$ cat config.mk
export PLATFORM = sky130hd
export DESIGN_NAME = l6_fetch_pc
export DESIGN_NICKNAME = d
export VERILOG_FILES = /design/src/rtl/l6_pkg.sv /design/src/rtl/l6_fetch_skid.sv /design/src/rtl/l6_fetch_pc.sv
export SDC_FILE = /design/constraint.sdc
export NUM_CORES = 1
export LEC_CHECK = 0
export ABC_AREA = 1
export CORE_UTILIZATION = 50
export DETAILED_ROUTE_END_ITERATION = 8
export GPL_ROUTABILITY_DRIVEN = 0
export PLACE_DENSITY = 0.76
export SETUP_SLACK_MARGIN = 0.1
export SYNTH_ARGS = -nofsm -noshare
export SYNTH_HDL_FRONTEND = slang
export SYNTH_HIERARCHICAL = 1
export SYNTH_SLANG_ARGS = --single-unit
$ cat constraint.sdc
create_clock -name clk -period 2.3 [get_ports clk]
set_input_delay 0.345 -clock clk [delete_from_list [all_inputs] [get_ports clk]]
set_output_delay 0.345 -clock clk [all_outputs]
set_load 0.1 [all_outputs]
$ cat src/rtl/l6_pkg.sv
// ============================================================================
// l6_pkg : shared types and constants for the lab-6 fetch stage
// Rev 1.0
// ============================================================================
`default_nettype none

package l6_pkg;

  localparam int L6_PC_W = 16;
  localparam logic [L6_PC_W-1:0] L6_NOP = 16'h0000;

  typedef enum logic [1:0] {
    S_BOOT  = 2'd0,
    S_FETCH = 2'd1,
    S_WAIT  = 2'd2
  } fetch_state_e;

endpackage

`default_nettype wire

$ cat src/rtl/l6_fetch_skid.sv
// ============================================================================
// l6_fetch_skid : one-entry instruction/PC holding buffer for stalled fetches
// Rev 1.0
// ============================================================================
`default_nettype none

module l6_fetch_skid
  import l6_pkg::*;
(
  input  logic               clk,
  input  logic               rst,
  input  logic               push,
  input  logic               pop,
  input  logic               clear,
  input  logic [L6_PC_W-1:0] d_instr,
  input  logic [L6_PC_W-1:0] d_pc,
  output logic               full,
  output logic [L6_PC_W-1:0] q_instr,
  output logic [L6_PC_W-1:0] q_pc
);

  logic               full_q, full_d;
  logic [L6_PC_W-1:0] instr_q, instr_d;
  logic [L6_PC_W-1:0] pc_q, pc_d;

  // Push wins over pop so a simultaneous drain-and-refill keeps the entry full.
  always_comb begin
    full_d  = full_q;
    instr_d = instr_q;
    pc_d    = pc_q;
    if (clear) begin
      full_d = 1'b0;
    end else if (push) begin
      full_d  = 1'b1;
      instr_d = d_instr;
      pc_d    = d_pc;
    end else if (pop) begin
      full_d = 1'b0;
    end
  end

  always_ff @(posedge clk or posedge rst) begin
    if (rst) begin
      full_q  <= 1'b0;
      instr_q <= L6_NOP;
      pc_q    <= '0;
    end else begin
      full_q  <= full_d;
      instr_q <= instr_d;
      pc_q    <= pc_d;
    end
  end

  assign full    = full_q;
  assign q_instr = instr_q;
  assign q_pc    = pc_q;

endmodule

`default_nettype wire

$ cat src/rtl/l6_fetch_pc.sv
// ============================================================================
// l6_fetch_pc : PC register, instruction-fetch sequencer and IF/ID register.
// Optional L6_FETCH_PERF_EN adds saturating branch/stall cycle counters.
// Rev 1.0
// ============================================================================
`default_nettype none

module l6_fetch_pc
  import l6_pkg::*;
#(
  parameter logic [L6_PC_W-1:0] RESET_PC = 16'h0000,
  parameter logic [L6_PC_W-1:0] PC_STEP  = 16'd1
) (
  input  logic               clk,
  input  logic               rst,
  input  logic               branch,
  input  logic [L6_PC_W-1:0] branch_target,
  input  logic               stall,
  output logic               imem_req,
  output logic [L6_PC_W-1:0] imem_addr,
  input  logic               imem_ready,
  input  logic [L6_PC_W-1:0] imem_data,
  output logic               if_valid,
  output logic [L6_PC_W-1:0] if_instr,
  output logic [L6_PC_W-1:0] if_pc,
  output logic               flush
`ifdef L6_FETCH_PERF_EN
  ,
  output logic [15:0]        perf_branches,
  output logic [15:0]        perf_stalls
`endif
);

  fetch_state_e       state_q, state_d;
  logic [L6_PC_W-1:0] pc_q, pc_d;
  logic [L6_PC_W-1:0] redir_q, redir_d;
  logic               pend_q, pend_d;
  logic               if_valid_q, if_valid_d;
  logic [L6_PC_W-1:0] if_instr_q, if_instr_d;
  logic [L6_PC_W-1:0] if_pc_q, if_pc_d;

  logic               req, fire, accept;
  logic               skid_push, skid_pop, skid_clear, skid_full;
  logic [L6_PC_W-1:0] skid_instr, skid_pc;

  always_comb begin
    state_d    = state_q;
    pc_d       = pc_q;
    redir_d    = redir_q;
    pend_d     = pend_q;
    if_valid_d = if_valid_q;
    if_instr_d = if_instr_q;
    if_pc_d    = if_pc_q;
    skid_push  = 1'b0;
    skid_pop   = 1'b0;
    skid_clear = 1'b0;
    accept     = 1'b0;

    case (state_q)
      S_FETCH: req = !(stall && skid_full);
      S_WAIT:  req = 1'b1;
      default: req = 1'b0;
    endcase
    fire = req && imem_ready;

    if (branch) begin
      skid_clear = 1'b1;
      if_valid_d = 1'b0;
      if_instr_d = L6_NOP;
      // An in-flight WAIT request must complete before the redirect can issue.
      if (state_q == S_WAIT && !imem_ready) begin
        redir_d = branch_target;
        pend_d  = 1'b1;
      end else begin
        pc_d    = branch_target;
        pend_d  = 1'b0;
        state_d = S_FETCH;
      end
    end else begin
      accept = fire && !pend_q;
      if (state_q == S_BOOT) begin
        state_d = S_FETCH;
      end else if (fire) begin
        state_d = S_FETCH;
        if (pend_q) begin
          pc_d   = redir_q;
          pend_d = 1'b0;
        end else begin
          pc_d = pc_q + PC_STEP;
        end
      end else if (req) begin
        state_d = S_WAIT;
      end

      if (stall) begin
        skid_push = accept;
      end else if (skid_full) begin
        // Buffered word goes first; a same-cycle fetch refills the buffer.
        if_valid_d = 1'b1;
        if_instr_d = skid_instr;
        if_pc_d    = skid_pc;
        skid_pop   = 1'b1;
        skid_push  = accept;
      end else if (accept) begin
        if_valid_d = 1'b1;
        if_instr_d = imem_data;
        if_pc_d    = pc_q;
      end else begin
        if_valid_d = 1'b0;
        if_instr_d = L6_NOP;
      end
    end
  end

  always_ff @(posedge clk or posedge rst) begin
    if (rst) begin
      state_q    <= S_BOOT;
      pc_q       <= RESET_PC;
      redir_q    <= '0;
      pend_q     <= 1'b0;
      if_valid_q <= 1'b0;
      if_instr_q <= L6_NOP;
      if_pc_q    <= '0;
    end else begin
      state_q    <= state_d;
      pc_q       <= pc_d;
      redir_q    <= redir_d;
      pend_q     <= pend_d;
      if_valid_q <= if_valid_d;
      if_instr_q <= if_instr_d;
      if_pc_q    <= if_pc_d;
    end
  end

  l6_fetch_skid u_skid (
    .clk     (clk),
    .rst     (rst),
    .push    (skid_push),
    .pop     (skid_pop),
    .clear   (skid_clear),
    .d_instr (imem_data),
    .d_pc    (pc_q),
    .full    (skid_full),
    .q_instr (skid_instr),
    .q_pc    (skid_pc)
  );

  assign imem_req  = req;
  assign imem_addr = pc_q;
  assign if_valid  = if_valid_q;
  assign if_instr  = if_instr_q;
  assign if_pc     = if_pc_q;
  assign flush     = branch;

`ifdef L6_FETCH_PERF_EN
  logic [15:0] perf_br_q, perf_br_d;
  logic [15:0] perf_st_q, perf_st_d;

  always_comb begin
    perf_br_d = perf_br_q;
    perf_st_d = perf_st_q;
    if (branch && perf_br_q != 16'hFFFF) perf_br_d = perf_br_q + 16'd1;
    if (stall && perf_st_q != 16'hFFFF)  perf_st_d = perf_st_q + 16'd1;
  end

  always_ff @(posedge clk or posedge rst) begin
    if (rst) begin
      perf_br_q <= '0;
      perf_st_q <= '0;
    end else begin
      perf_br_q <= perf_br_d;
      perf_st_q <= perf_st_d;
    end
  end

  assign perf_branches = perf_br_q;
  assign perf_stalls   = perf_st_q;
`endif

endmodule

`default_nettype wire
==> results.json <==
{
  "cp-start-kind": "flop",
  "dp_hpwl_um": 8526,
  "ctsLongestPathBuffers": 2,
  "drc": 0,
  "cp_slowest_stage_delay_ps": 530,
  "synth_edf_count": 0,
  "ys_top_cells_by_count": "nand2_1 (226), dfrtp_1 (101), nand3_1 (97)",
  "fmax_mhz": 499.5,
  "cap_viol_max_count": 0,
  "yosysWarnings": 6,
  "path_clk_slew_ps": 110,
  "postCtsSetupBuffers": 0,
  "regArea_sq_um": 2527,
  "period_share_pct": 87.04,
  "vias_per_cell": 5.213,
  "cpMaxStageDelayCell": "dfrtp_1",
  "dieHeight_um": 104.8,
  "nets": 768,
  "async_flop_share_pct": 100.0,
  "cp_cell_sequence": "buf_4 -> inv_1 -> nand2_2 -> nand2_4 -> nand2_1 -> o21ai_2",
  "vias": 4525,
  "die_w_um": 104.8,
  "r2r_slack_ps": 300,
  "area_growth_pct": 18.29,
  "internal_power_mw": 4.055,
  "ys.flop_type": "dfrtp_1",
  "avgSynthCellArea_sq_um": 8.099,
  "synth_largest_area_cell": "dfrtp_1",
  "rr_endpoint": "if_pc[4]",
  "nFillCells": 951,
  "wl_um": 12000,
  "cts_max_level": 3,
  "grt_pass1_vias": 4346,
  "slew_violations": 0,
  "power.density_nw_per_um2": 1443,
  "ys_seq_area_share_pct": 47.79,
  "switching_share_pct": 55.09,
  "finalSetupTns_ps": 0,
  "cp_max_fo": 33,
  "arrival_ps": 2300,
  "grtUsageMet1_pct": 33.48,
  "placed_cells": 852,
  "grt_pass1_wl_um": 20400,
  "setup_viol": 0,
  "ant_nets": 0,
  "final_cell_count_no_fill": 868,
  "reg2regPathDepth": 6,
  "cts_root_buffer": "clkbuf_8",
  "wl_per_cell_um": 13.82,
  "p_comb_share_pct": 53.8,
  "fin_ws_ps": 298.2,
  "track_usage_pct": 22.99,
  "final_util_pct": 60.87,
  "synthesis.area_sq_um": 5289,
  "design.portCount": 88,
  "final_hold_viol_count": 0,
  "synth_area_leaders": "dfrtp_1 (48%), nand2_1 (16%), nand3_1 (9.2%), nand2_2 (3.2%), o21ai_2 (2.6%)",
  "power.switching_mw": 4.974,
  "cts-hold-fix-buffers": 0,
  "grt.busiest_layer": "met2",
  "first_iter_violations": 316,
  "diodes": 0,
  "die_area_sq_um": 10990,
  "holdWs_ps": 386.2,
  "fin_skew_ps": 11.46,
  "r2r-start": "u_skid/full",
  "drive_gt1_share_pct": 20.36,
  "grt_setup_unrepaired": "no",
  "critPathKind": "reg -> reg",
  "slew_headroom_pct": 59.66,
  "power.share.clock_pct": 12.0,
  "hold_path_class": "in -> async",
  "period_needed_ps": 2002,
  "vdd_ir_drop_max_v": 0.0009855,
  "grt_max_degree": 69,
  "clk_latency_ps": 370,
  "core-area_sq_um": 10280,
  "crit_buf_inv": 2,
  "dr.pass1.iters": 6,
  "syn_inst": 653,
  "worstPathRequired_ps": 2590,
  "syn_nets": 694,
  "p_leak_nw": 3.218,
  "dp_worst_setup_slack_ps": 146.1,
  "cts_repair_resize_count": 0,
  "synth_seq_cells": 101,
  "port_buffers": 87,
  "start_util_pct": 51.46,
  "grt.overflow.total": 0,
  "grt_antenna_before_repair": 0,
  "yosysMostFrequentCell": "nand2_1",
  "cts_tree": "built",
  "crit_family": "buffers and inverters",
  "status": "finished, final reports clean",
  "netlist.area_leader.share_pct": 47.79,
  "cts.sinks": 101,
  "crit_path_end_kind": "flop",
  "worst_pin_slew_ps": 604.5,
  "seqPwrFrac_pct": 34.2,
  "yosysUniqueCellTypes": 34,
  "met2_usage_pct": 35.43,
  "cts_buffers": 9,
  "rows": 37,
  "grt_use_met3_pct": 3.306,
  "multi_input_comb_area_sq_um": 2345
}
==> tightest hold or removal path, delay by kind of cell <==
family | cells | cell delay (ps)
buffers and inverters | 3 | 810
==> per-layer routing <==
metal  vias to the layer above  routed length, um
li1                       2267                  -
met1                      2113               5780
met2                       132               5509
met3                        13                570
met4                         0                139
met5                         -                  0
==> area by class of cell <==
type,count,share of cell area (%)
sequential,101,40.40
clock inverter,7,1.120
timing repair buffer,100,14.04
tap,136,2.720
clock buffer,9,1.980
multi-input combinational,478,37.48
inverter,37,2.260
==> cells in the final DEF (no fill, tap or decap), types with 4 or more instances in the layout <==
master	synthesis	final
nand2_2	27	27
clkdlybuf4s50_1	0	36
clkbuf_8	0	9
o21ai_0	21	21
inv_2	4	5
o21ai_2	16	16
nor2_1	25	25
nand3_1	97	97
nand2_1	226	226
dfrtp_1	101	101
a21oi_1	8	8
ha_1	4	4
buf_4	8	61
inv_1	32	31
nand4_1	19	19
nor2_2	10	10
mux2i_1	5	5
==> metrics by stage <==
stage	area [sq um]	total power [mW]
5_1_grt	6256	9.555
3_3_place_gp	6062	7.894
4_1_cts	6256	9.080
3_5_place_dp	6062	7.975
6_report	6256	9.029
2_1_floorplan	5289	6.863
==> sequential cells by signal, summed over array words and instances, names as in the netlist <==
| register | flops |
|---|---|
| state_q | 2 |
| redir_q | 16 |
| if_pc | 16 |
| if_instr | 16 |
| u_skid/q_pc | 16 |
| if_valid | 1 |
| pend_q | 1 |
| imem_addr | 16 |
| u_skid/full | 1 |
| u_skid/q_instr | 16 |
==> power by group through the flow <==
stage	Clock, mW	Combinational (mW)	Sequential, mW
after detailed placement	0	4.86	3.11
after global placement	0	4.80	3.10
after global routing	1.18	5.18	3.19
final	1.08	4.86	3.09
after CTS	1.11	4.88	3.08
after floorplan	0	1.79	5.07
==> worst max-delay path by stage <==
stage | from | end | slack [ps] | cells after the start
after floorplan | imem_addr[1] | imem_addr[10] | 120 | 10
after global placement | stall | u_skid/q_pc[15] | 210 | 9
after detailed placement | stall | u_skid/q_instr[5] | 150 | 9
after CTS | u_skid/full | if_pc[4] | 270 | 6
after global routing | u_skid/full | if_pc[4] | 120 | 6
final | u_skid/full | if_pc[4] | 300 | 6
==> cells by family (layout without fill, tap and decap cells) <==
logic type	after synthesis	in the layout	share of synthesized area, %
flops	101	101	47.79
fa+ha+maj	4	4	0.9463
buf+inv	74	153	7.973
mux	5	5	0.9463
simple gates	414	414	35.65
xor+xnor	1	1	0.1656
compound gates	54	54	6.529
Note: power is estimated with default switching activity, not from simulation.
